## config.mk

```make
export PLATFORM = sky130hd
export DESIGN_NAME = wide_add_sequencer
export DESIGN_NICKNAME = d
export VERILOG_FILES = /design/src/rtl/wide_add_sequencer_pkg.sv /design/src/rtl/full_adder.sv /design/src/rtl/wide_add_sequencer_rca_cin.sv /design/src/rtl/wide_add_sequencer.sv
export SDC_FILE = /design/constraint.sdc
export NUM_CORES = 1
export LEC_CHECK = 0
export BUFFER_PORTS_ARGS = -buffer_cell sky130_fd_sc_hd__buf_2
export CORE_UTILIZATION = 53
export DETAILED_ROUTE_END_ITERATION = 16
export GPL_TIMING_DRIVEN = 0
export PLACE_DENSITY = 0.85
export SKIP_CTS_REPAIR_TIMING = 1
export SLEW_MARGIN = 20
export SYNTH_ARGS = -nofsm -noshare
export SYNTH_HDL_FRONTEND = slang
export SYNTH_HIERARCHICAL = 1
export SYNTH_SLANG_ARGS = --single-unit
```

## constraint.sdc

```tcl
create_clock -name clk -period 9.35 [get_ports clk]
set_input_delay 0.4675 -clock clk [delete_from_list [all_inputs] [get_ports clk]]
set_output_delay 0.4675 -clock clk [all_outputs]
set_load 0.02 [all_outputs]
```

## src/rtl/wide_add_sequencer_pkg.sv

```systemverilog
// Shared types for the wide add/subtract sequencer.
package wide_add_sequencer_pkg;

  typedef enum logic [1:0] {
    IDLE,
    RUN,
    DONE
  } seqState_e;

endpackage

```

## src/rtl/full_adder.sv

```systemverilog
// Single-bit full adder, the building block of the chunk ripple-carry chain.
module full_adder (
  input  logic a_i,
  input  logic b_i,
  input  logic cin_i,
  output logic sum_o,
  output logic cout_o
);

  assign sum_o  = a_i ^ b_i ^ cin_i;
  assign cout_o = (a_i & b_i) | (cin_i & (a_i ^ b_i));

endmodule

```

## src/rtl/wide_add_sequencer_rca_cin.sv

```systemverilog
// W-bit ripple-carry adder with carry in/out, one full_adder per bit.
module rca_cin #(
  parameter int W = 16
) (
  input  logic [W-1:0] a_i,
  input  logic [W-1:0] b_i,
  input  logic         cin_i,
  output logic [W-1:0] sum_o,
  output logic         cout_o
);

  logic [W:0] carry;

  assign carry[0] = cin_i;
  assign cout_o   = carry[W];

  for (genvar i = 0; i < W; i++) begin : g_bit
    full_adder u_fa (
      .a_i    (a_i[i]),
      .b_i    (b_i[i]),
      .cin_i  (carry[i]),
      .sum_o  (sum_o[i]),
      .cout_o (carry[i+1])
    );
  end

endmodule

```

## src/rtl/wide_add_sequencer.sv

```systemverilog
// N = W*K bit add/subtract built by running one W-bit chunk adder over K cycles,
// with the inter-chunk carry held in a register between cycles.
module wide_add_sequencer
  import wide_add_sequencer_pkg::*;
#(
  parameter int W = 16,
  parameter int K = 4
) (
  input  logic           clk,
  input  logic           rst,
  input  logic           in_valid,
  output logic           in_ready,
  input  logic [W*K-1:0] a,
  input  logic [W*K-1:0] b,
  input  logic           sub,
  output logic           out_valid,
  input  logic           out_ready,
  output logic [W*K-1:0] sum,
  output logic           carry_out,
  output logic           busy
);

  localparam int N  = W * K;
  localparam int IW = (K > 1) ? $clog2(K) : 1;

  seqState_e state_q, state_d;
  logic [IW-1:0] idx_q, idx_d;
  logic [N-1:0]  a_q, a_d;
  logic [N-1:0]  b_q, b_d;
  logic [N-1:0]  sum_q, sum_d;
  logic          sub_q, sub_d;
  logic          carry_q, carry_d;
  logic          cout_q, cout_d;

  logic [W-1:0]  aChunk;
  logic [W-1:0]  bChunk;
  logic [W-1:0]  chunkSum;
  logic          chunkCout;

  // Subtraction is a + ~b + 1: B is inverted per chunk and the +1 enters as the initial carry.
  assign aChunk = a_q[int'(idx_q)*W +: W];
  assign bChunk = b_q[int'(idx_q)*W +: W] ^ {W{sub_q}};

  rca_cin #(
    .W (W)
  ) u_rca (
    .a_i    (aChunk),
    .b_i    (bChunk),
    .cin_i  (carry_q),
    .sum_o  (chunkSum),
    .cout_o (chunkCout)
  );

  always_comb begin
    state_d = state_q;
    idx_d   = idx_q;
    a_d     = a_q;
    b_d     = b_q;
    sub_d   = sub_q;
    sum_d   = sum_q;
    carry_d = carry_q;
    cout_d  = cout_q;

    case (state_q)
      IDLE: begin
        if (in_valid) begin
          a_d     = a;
          b_d     = b;
          sub_d   = sub;
          idx_d   = '0;
          carry_d = sub;
          state_d = RUN;
        end
      end
      RUN: begin
        sum_d[int'(idx_q)*W +: W] = chunkSum;
        carry_d = chunkCout;
        if (idx_q == IW'(K - 1)) begin
          cout_d  = chunkCout;
          idx_d   = '0;
          state_d = DONE;
        end else begin
          idx_d = idx_q + IW'(1);
        end
      end
      DONE: begin
        if (out_ready) begin
          state_d = IDLE;
        end
      end
      default: begin
        state_d = IDLE;
      end
    endcase
  end

  always_ff @(posedge clk or posedge rst) begin
    if (rst) begin
      state_q <= IDLE;
      idx_q   <= '0;
      a_q     <= '0;
      b_q     <= '0;
      sub_q   <= 1'b0;
      sum_q   <= '0;
      carry_q <= 1'b0;
      cout_q  <= 1'b0;
    end else begin
      state_q <= state_d;
      idx_q   <= idx_d;
      a_q     <= a_d;
      b_q     <= b_d;
      sub_q   <= sub_d;
      sum_q   <= sum_d;
      carry_q <= carry_d;
      cout_q  <= cout_d;
    end
  end

  assign in_ready  = (state_q == IDLE);
  assign out_valid = (state_q == DONE);
  assign busy      = (state_q != IDLE);
  assign sum       = sum_q;
  assign carry_out = cout_q;

endmodule

```

== Yosys cells after proc, flatten, opt, wreduce, memory -nomap -nowiden ==
Index checks and enable logic that the tools add are counted.

* Bits in registers: 199
* Bits of input ports: 133
* Output and inout bits: 68
* Logic and storage cells: 118

* Bitwise operators: 81
* Eq/ne operators: 6
* Mux-type cells: 10
* Reduce and logical (&&, ||, !) cells: 7
* Shift operators: 4
* Add/subtract/negate cells: 2

{| class="wikitable"
|+ Operator list
! operator !! count
|-
| 64-bit by 7-bit variable part select with 16-bit output || 2
|-
| 64-bit bitwise mux || 1
|-
| 16-bit by 33-bit variable shift with 64-bit output (first input constant) || 1
|-
| 16-bit by 33-bit variable part select with 64-bit output || 1
|-
| 6-bit negator with 33-bit output || 1
|-
| 1-bit AND || 32
|-
| 1-bit bitwise XOR || 32
|-
| 1-bit OR || 16
|-
| 16-bit bitwise XOR || 1
|-
| 2-bit two-way mux || 5
|-
| 2-bit case mux with 3 select lines || 1
|-
| 2-bit AND reduction || 3
|-
| 2-bit == test (second input constant) || 2
|-
| 2-bit inequality test (second input constant) || 2
|-
| 2-bit case mux with 2 select lines || 1
|-
| 2-bit nonzero test || 2
|-
| 3-bit AND reduction || 1
|-
| 2-bit by 1-bit adder with 2-bit output (second input constant) || 1
|-
| 2-bit by 1-bit == test with 1-bit output (second input constant) || 1
|-
| 2-bit logical NOT || 1
|-
| 2-bit by 1-bit inequality test with 1-bit output (second input constant) || 1
|-
| 1-bit case mux with 2 select lines || 1
|-
| 1-bit two-way mux || 1
|}

== Logic depth before layout (Yosys ltp) ==
Gate-level depths: netlist of the first run.

* Depth in word-level cells: 36
* Depth in mapped cells: 21
* Depth with buffers taken out: 20

== Cells and area by module ==
The synthesis of the first run kept the hierarchy.

{| class="wikitable"
|+ By module, submodules not included
! module !! seq. area each (um2) !! instances !! area each (um2) !! cells an instance
|-
| wide_add_sequencer || 4979.8 || 1 || 9038.7 || 578
|-
| full_adder || 0.0 || 16 || 20.0 || 1
|}

== Worst setup path before layout of the first run ==
Ideal clock, no wire load.

* Path type: register to register
* Start: register idx_q[0]
* End: register carry_q
* Setup time: 0.126 ns
* Period minus slack after synthesis: 7.908 ns
* Data required time: 9.224 ns
* Data arrival time: 7.782 ns
* Setup slack: 1.442 ns
* Stages on the path, launching flop included: 21
* Buffers on the path: 2
* Cell sequence: dfrtp_1 -> buf_4 -> buf_4 -> mux4_2 -> fa_1 -> fa_1 -> fa_1 -> fa_1 -> fa_1 -> fa_1 -> fa_1 -> fa_1 -> fa_1 -> fa_1 -> fa_1 -> fa_1 -> fa_1 -> fa_1 -> fa_1 -> fa_1 -> a221o_1

* Elaborated cells between the ends (all ways): 68
* Those cells by class: 2 x shift; 1 x mux; 65 x bitwise

{| class="wikitable"
|+ RTL lines
! item !! line !! RTL
|-
| from (decl) || wide_add_sequencer.sv:27 || <nowiki>logic [IW-1:0] idx_q, idx_d;</nowiki>
|-
| from (signal assigned) || wide_add_sequencer.sv:109 || <nowiki>idx_q <= idx_d;</nowiki>
|-
| 64-bit by 7-bit variable part select with 16-bit output (*) || wide_add_sequencer.sv:41 || <nowiki>assign aChunk = a_q[int'(idx_q)*W +: W];</nowiki>
|-
| via aChunk[0] || wide_add_sequencer.sv:35 || <nowiki>logic [W-1:0] aChunk;</nowiki>
|-
| 1-bit bitwise XOR || full_adder.sv:11 || <nowiki>assign cout_o = (a_i & b_i) | (cin_i & (a_i ^ b_i));</nowiki>
|-
| 1-bit AND || full_adder.sv:11 ||
|-
| 1-bit OR (*) || full_adder.sv:11 ||
|-
| via u_rca.carry[1] || wide_add_sequencer_rca_cin.sv:12 || <nowiki>logic [W:0] carry;</nowiki>
|-
| 1-bit AND (*) || full_adder.sv:11 ||
|-
| 1-bit OR (*) || full_adder.sv:11 ||
|-
| via u_rca.carry[2] || wide_add_sequencer_rca_cin.sv:12 ||
|-
| [2 not listed] || n/a ||
|-
| via u_rca.carry[3] || wide_add_sequencer_rca_cin.sv:12 ||
|-
| [2 not listed] || n/a ||
|-
| via u_rca.carry[4] || wide_add_sequencer_rca_cin.sv:12 ||
|-
| [2 not listed] || n/a ||
|-
| via u_rca.carry[5] || wide_add_sequencer_rca_cin.sv:12 ||
|-
| [2 not listed] || n/a ||
|-
| via u_rca.carry[6] || wide_add_sequencer_rca_cin.sv:12 ||
|-
| [2 not listed] || n/a ||
|-
| via u_rca.carry[7] || wide_add_sequencer_rca_cin.sv:12 ||
|-
| [2 not listed] || n/a ||
|-
| via u_rca.carry[8] || wide_add_sequencer_rca_cin.sv:12 ||
|-
| [2 not listed] || n/a ||
|-
| via u_rca.carry[9] || wide_add_sequencer_rca_cin.sv:12 ||
|-
| [2 not listed] || n/a ||
|-
| via u_rca.carry[10] || wide_add_sequencer_rca_cin.sv:12 ||
|-
| [2 not listed] || n/a ||
|-
| via u_rca.carry[11] || wide_add_sequencer_rca_cin.sv:12 ||
|-
| [2 not listed] || n/a ||
|-
| via u_rca.carry[12] || wide_add_sequencer_rca_cin.sv:12 ||
|-
| [2 not listed] || n/a ||
|-
| via u_rca.carry[13] || wide_add_sequencer_rca_cin.sv:12 ||
|-
| [2 not listed] || n/a ||
|-
| via u_rca.carry[14] || wide_add_sequencer_rca_cin.sv:12 ||
|-
| 1-bit AND (*) || full_adder.sv:11 ||
|-
| 1-bit OR (*) || full_adder.sv:11 ||
|-
| via u_rca.carry[15] || wide_add_sequencer_rca_cin.sv:12 ||
|-
| 1-bit AND (*) || full_adder.sv:11 ||
|-
| 1-bit OR (*) || full_adder.sv:11 ||
|-
| via chunkCout || wide_add_sequencer.sv:38 || <nowiki>logic chunkCout;</nowiki>
|-
| 1-bit case mux with 2 select lines (*) || wide_add_sequencer.sv:64 || <nowiki>case (state_q)</nowiki>
|-
| to (signal assigned) || wide_add_sequencer.sv:114 || <nowiki>carry_q <= carry_d;</nowiki>
|-
| to (decl) || wide_add_sequencer.sv:32 || <nowiki>logic carry_q, carry_d;</nowiki>
|}

The timed path passes the listed nets; every way through them passes the cells marked *.
A chain may end at the register's enable or synchronous reset.

== Final worst setup path of the first run ==
* Start: register idx_q[0]
* End: register sum_q[31], in the netlist sum[31]

* Elaborated cells between the ends (all ways): 84
* Those cells by class: 1 x add/sub; 4 x shift; 1 x mux; 78 x bitwise

{| class="wikitable"
|+ RTL lines
! item !! line !! RTL
|-
| 64-bit by 7-bit variable part select with 16-bit output (*) || wide_add_sequencer.sv:41 ||
|-
| via aChunk[0] || wide_add_sequencer.sv:35 ||
|-
| 1-bit bitwise XOR || full_adder.sv:11 ||
|-
| 1-bit AND || full_adder.sv:11 ||
|-
| 1-bit OR (*) || full_adder.sv:11 ||
|-
| via u_rca.carry[1] || wide_add_sequencer_rca_cin.sv:12 ||
|-
| 1-bit AND (*) || full_adder.sv:11 ||
|-
| 1-bit OR (*) || full_adder.sv:11 ||
|-
| via u_rca.carry[2] || wide_add_sequencer_rca_cin.sv:12 ||
|-
| [2 not listed] || n/a ||
|-
| via u_rca.carry[3] || wide_add_sequencer_rca_cin.sv:12 ||
|-
| [2 not listed] || n/a ||
|-
| via u_rca.carry[4] || wide_add_sequencer_rca_cin.sv:12 ||
|-
| [2 not listed] || n/a ||
|-
| via u_rca.carry[5] || wide_add_sequencer_rca_cin.sv:12 ||
|-
| [2 not listed] || n/a ||
|-
| via u_rca.carry[6] || wide_add_sequencer_rca_cin.sv:12 ||
|-
| [2 not listed] || n/a ||
|-
| via u_rca.carry[7] || wide_add_sequencer_rca_cin.sv:12 ||
|-
| [2 not listed] || n/a ||
|-
| via u_rca.carry[8] || wide_add_sequencer_rca_cin.sv:12 ||
|-
| [2 not listed] || n/a ||
|-
| via u_rca.carry[9] || wide_add_sequencer_rca_cin.sv:12 ||
|-
| [2 not listed] || n/a ||
|-
| via u_rca.carry[10] || wide_add_sequencer_rca_cin.sv:12 ||
|-
| [2 not listed] || n/a ||
|-
| via u_rca.carry[11] || wide_add_sequencer_rca_cin.sv:12 ||
|-
| [2 not listed] || n/a ||
|-
| via u_rca.carry[12] || wide_add_sequencer_rca_cin.sv:12 ||
|-
| [2 not listed] || n/a ||
|-
| via u_rca.carry[13] || wide_add_sequencer_rca_cin.sv:12 ||
|-
| [2 not listed] || n/a ||
|-
| via u_rca.carry[14] || wide_add_sequencer_rca_cin.sv:12 ||
|-
| 1-bit AND (*) || full_adder.sv:11 ||
|-
| 1-bit OR (*) || full_adder.sv:11 ||
|-
| via u_rca.carry[15] || wide_add_sequencer_rca_cin.sv:12 ||
|-
| 1-bit bitwise XOR (*) || full_adder.sv:10 || <nowiki>assign sum_o = a_i ^ b_i ^ cin_i;</nowiki>
|-
| via chunkSum[15] || wide_add_sequencer.sv:37 || <nowiki>logic [W-1:0] chunkSum;</nowiki>
|-
| 16-bit by 33-bit variable part select with 64-bit output (*) || wide_add_sequencer.sv:76 || <nowiki>sum_d[int'(idx_q)*W +: W] = chunkSum;</nowiki>
|-
| 64-bit bitwise mux (*) || wide_add_sequencer.sv:76 ||
|-
| to (signal assigned) || wide_add_sequencer.sv:113 || <nowiki>sum_q <= sum_d;</nowiki>
|-
| to (decl) || wide_add_sequencer.sv:30 || <nowiki>logic [N-1:0] sum_q, sum_d;</nowiki>
|}

Marks and branches as above.

==> impl_metrics.ini, run 1 <==
[sta]
clock_skew_ns = 0.01346
layout_setup_ws_ns = 0.8582
final-max-slew-violation-count = 0
fin_crit_ns = 8.492
rsz0062_at_grt = false
finalCritPeriodShare_pct = 90.82
slew_headroom_pct = 56.01
fmax_mhz = 117.8
tns_ns = 0
setup_viol = 0
max_slew.worst_pin.slew_ns = 0.6599
finalHoldViolCount = 0

[clocking]
clk_pin_slew_ns = 0.08
cts_tree = yes
insertion_delay_ns = 0.44
cts-buffers-inserted = 17
h-tree-depth = 4
cts_root_buf = clkbuf_16
cts_buffer_depth = 2
cts.sinks = 199

[route]
vias = 5763
m1WireLength_um = 9624
dr.pass1.iters = 5
wl_met2_um = 10520
drc = 0
ant_nets = 0
drt-total-wl_um = 21360
drtIter0Drc = 250
viasPerCell = 5.473
met3WireLength_um = 930
wl_per_cell_um = 20.29
top_layer_used = met4

[pwr]
powerDensity_mw_per_mm2 = 441.6
finalPower_mw = 4.973
leakagePower_nw = 5.381
ir_drop_mv = 0.2187

[place]
preCtsSetupSlack_ns = 0.8266
dp.cells = 1020
io_buffer_count = 200
hpwl_um = 15870
place_congestion = 0.8179

[worst_setup_path]
r2r_slack_ns = 0.86
cp-start-kind = flip-flop
slowest_delay_ns = 0.59
r2r-end = sum[31]
crit_fanout = 10
slowest_stage = mux4_2
critical_path_class = flip-flop to flip-flop
critical_path_required_ns = 9.71
reg2reg_from = idx_q[0]
cp_top_family = adder cells
ff2ff_path_depth = 21
path_common_cell = fa_1
crit_buf_inv = 2
arrival_ns = 8.85
crit_chain = buf_4 -> buf_4 -> mux4_2 -> fa_1 -> fa_1 -> fa_1 -> fa_1 -> fa_1 -> fa_1 -> fa_1 -> fa_1 -> fa_1 -> fa_1 -> fa_1 -> fa_1 -> fa_1 -> fa_1 -> fa_1 -> fa_1 -> nand2_1 -> o21ai_0
endpoint_kind = flip-flop

[cells_and_area]
finalNonFillerCells = 1053
multiInputGateArea_mm2 = 0.003983
regArea_mm2 = 0.004980
drive_gt1_share_pct = 51.03
area_delta_synth_final_pct = 20.32
n_fill_cell = 1246
nets = 968

[global_routing]
grt_pass1_vias = 6028
overflow = 0
grt_usage_pct = 24.88
grt_pass1_wl_um = 33520
grt_max_degree = 108
antenna_found_initial = 1

[synthesis]
synth.area.top_cells = dfrtp_1, mux2_4, mux4_2, fa_1, a22o_1
synth.distinct_cells = 33
syn_nets = 748
ys_warn_count = 6
synthFlopType = dfrtp_1
ys_ff_latch = 199
synthDominantCellAreaShare_pct = 53.21
synth_commonest_cells = dfrtp_1, mux2_4, nand2_1, a22o_1, mux4_2
syn_area_mm2 = 0.009359
synth_area_per_cell_um2 = 15.76
yosys.area.top_type = dfrtp_1
postSynthCellCount = 594
async_reset_ff_share_pct = 100.0
yosysMostFrequentCell = dfrtp_1
ys_seq_area_share_pct = 53.21
synth-edff-count = 0

[die]
start_util_pct = 54.11
fp-row-count = 48
die_x_um = 134.9
fp.coreArea_mm2 = 0.01730
die-area_mm2 = 0.01819
fp.dieH_um = 134.9
io_pins = 201

[job]
drv_cap = 0

[worst_hold_path]
hp-class = input port to async pin

[run_status]
status = completed
## placed cells by master, fill, tap and decap left out, types with 2 or more instances in the layout
master / n
fa_1: 16
clkinv_8: 3
mux2_1: 8
inv_1: 3
inv_8: 5
a22o_1: 33
clkbuf_1: 10
mux4_2: 32
buf_4: 7
nand3b_1: 3
clkinvlp_4: 3
clkbuf_16: 17
o21ai_0: 31
a21oi_1: 2
buf_2: 206
xor2_1: 16
inv_6: 3
o21ai_1: 2
ha_1: 5
nand2b_1: 4
dfrtp_1: 199
mux2_4: 100
buf_6: 3
nor4_4: 2
mux2_2: 22
buf_12: 11
nand2_1: 67
## area by class of cell
cell class	instances	area share, %
Clock buffer	17	3.778
Antenna cell	1	0.02222
Buffer	38	3.356
Clock inverter	15	1.389
Inverter	5	0.2333
Tap cell	225	2.500
Sequential cell	199	44.22
Multi-Input combinational cell	352	35.37
Timing Repair Buffer	201	9.133
## worst max-delay path by stage
stage               slack (ns)      end  cells past startpoint     start
floorplan                 1.44  carry_q                     20  idx_q[0]
global placement          0.90  sum[63]                     21  idx_q[0]
detailed placement        0.83  sum[31]                     21  idx_q[0]
CTS                       0.79  sum[31]                     21  idx_q[0]
global route              0.51  sum[31]                     21  idx_q[0]
finish                    0.86  sum[31]                     21  idx_q[0]
## flip-flops by register name, indices dropped and copies added (netlist names)
| register | flops |
|---|---|
| state_q | 2 |
| carry_out | 1 |
| a_q | 64 |
| idx_q | 2 |
| sum | 64 |
| sub_q | 1 |
| b_q | 64 |
| carry_q | 1 |
## per-stage QoR
step	utilization [%]	instance area, µm²	hold slack, ns
final	65.10	11260	0.09532
after global routing	65.10	11260	0.1656
after CTS	65.09	11260	0.1429
after detailed placement	61.73	10680	0.4664
after global placement	61.52	10640	0.4570
after floorplan	-	9359	0.4533
## metal layers
metal  track usage, %  up-vias
met3            4.017       23
met4            6.429        0
met2            40.32      187
met5                0        -
li1                 -     2573
met1            35.16     2980
## kinds of logic (layout without fill, tap and decap cells)
family	count (synthesis)	count (layout)	synth area share, %
adders and majority gates	21	21	4.091
buffers and inverters	43	276	4.238
AOI/OAI and AO/OA	71	71	5.227
other	0	1	0
and+or+nand+nor	82	82	4.385
DFF	199	199	53.21
muxes	162	162	27.35
xor gates and xnor gates	16	16	1.497
## power by group
part	internal [mW]	switching, mW
Sequential	1.25	0.220
Clock	0.357	0.361
Combinational	1.32	1.47
Power figures use the tool's default switching activity.
==> inputs of run 2 (changes only) <==
PLACE_DENSITY = 0.79   (was 0.85)
==> run 2 against run 1 <==
Net effect:
- clock power rose by 4.9%
- critical path depth unchanged
- core utilization grew 0.094 points
- sequential power about the same
- critical path type unchanged
- register-to-register slack barely moved
- largest cell class unchanged
==> impl_metrics.ini, run 2 (synthesized netlist as in run 1, its figures left out) <==
[run_status]
status = completed

[cells_and_area]
drive_gt1_share_pct = 50.73
finalNonFillerCells = 1053
multiInputGateArea_mm2 = 0.003983
most-common-layout-cells = buf_2, dfrtp_1, mux2_4
fin_area_mm2 = 0.01128
regArea_mm2 = 0.004980
n_fill_cell = 1264
area_delta_synth_final_pct = 20.50
layout_commonest_cell = buf_2
nets = 968
fin_util_pct = 65.20

[route]
drc = 0
dr.pass1.iters = 4
drt-total-wl_um = 21380
drtIter0Drc = 274
wl_per_cell_um = 20.30
viasPerCell = 5.415
vias = 5702
ant_nets = 0

[worst_setup_path]
path_common_cell = fa_1
ff2ff_path_depth = 21
critical_path_required_ns = 9.70
endpoint_kind = flip-flop
arrival_ns = 8.86
reg2reg_from = idx_q[1]
r2r-end = sum[63]
critical_path_class = flip-flop to flip-flop
crit_fanout = 10
slowest_stage = fa_1
crit_chain = clkbuf_1 -> buf_2 -> mux4_2 -> fa_1 -> fa_1 -> fa_1 -> fa_1 -> fa_1 -> fa_1 -> fa_1 -> fa_1 -> fa_1 -> fa_1 -> fa_1 -> fa_1 -> fa_1 -> fa_1 -> fa_1 -> fa_1 -> nand2_1 -> o21ai_0
cp-startpoint = idx_q[1]
cp-start-kind = flip-flop
r2r_slack_ns = 0.84
slowest_delay_ns = 0.60

[sta]
max_slew.worst_pin.slew_ns = 0.6523
rsz0062_at_grt = false
clock_skew_ns = 0.009006
fmax_mhz = 117.6
slew_headroom_pct = 56.51
layout_setup_ws_ns = 0.8438
finalCritPeriodShare_pct = 90.98
setup_viol = 0
fin_crit_ns = 8.506
final-max-slew-violation-count = 0
finalHoldViolCount = 0
tns_ns = 0
worst_hold_slack_ns = 0.1180

[global_routing]
grt_usage_pct = 24.71
grt_pass1_vias = 5950
grt_pass1_wl_um = 33150
overflow = 0
grt_max_degree = 108
antenna_found_initial = 3

[pwr]
finalPower_mw = 5.007
ir_drop_mv = 0.2685
powerDensity_mw_per_mm2 = 444.0
leakagePower_nw = 5.393

[die]
fp.coreArea_mm2 = 0.01730
io_pins = 201
die-area_mm2 = 0.01819
die_x_um = 134.9
start_util_pct = 54.11
fp-row-count = 48
fp.dieH_um = 134.9

[worst_hold_path]
hp-class = input port to async pin

[clocking]
cts_tree = yes
h-tree-depth = 4
cts.sinks = 199
cts_root_buf = clkbuf_16
insertion_delay_ns = 0.44
cts_buffer_depth = 2
clk_pin_slew_ns = 0.07
cts-buffers-inserted = 17

[place]
dp.cells = 1020
dpl_cell_area_mm2 = 0.01068
place_congestion = 0.8069
io_buffer_count = 200
preCtsSetupSlack_ns = 0.8352
hpwl_um = 15830

[job]
drv_cap = 0
-- run 2: worst max-delay path: cells and delay by family (launching register included) --
kind	cells	cell delay [ns]
buffers and inverters	2	0.76
and+or+nand+nor	1	0.08
muxes	1	0.41
AOI/OAI and AO/OA	1	0.14
adders and majority gates	16	6.63
DFF	1	0.38
-- run 2: layout make-up --
type,instances,area share [%]
Tap cell,225,2.496
Antenna cell,2,0.04438
Inverter,5,0.2330
Timing Repair Buffer,201,9.120
Clock buffer,20,3.961
Buffer,38,3.351
Sequential cell,199,44.16
Clock inverter,11,1.320
Multi-Input combinational cell,352,35.32
-- run 2: worst max path at each step --
stage                     depth (start not counted)      end  slack (ns)
after floorplan                                  20  carry_q        1.44
after global placement                           21  sum[63]        0.87
after detailed placement                         21  sum[63]        0.84
after CTS                                        21  sum[63]        0.81
after global routing                             21  sum[31]        0.57
final                                            21  sum[63]        0.84
-- run 2: per-layer routing --
layer | part of all wire [%] | global-route usage [%]
met2 | 48 | 39.09
met4 | 1.4 | 7.366
met3 | 5.5 | 4.767
met1 | 45 | 34.88
met5 | 0.061 | 0
-- run 2: where the power goes --
group          internal [mW]  total (mW)  switching (mW)  leakage, nW
clock network          0.428       0.753           0.325        0.288
registers               1.25        1.47           0.224         2.48
logic                   1.31        2.78            1.47         2.62
total                   2.99        5.01            2.02         5.39
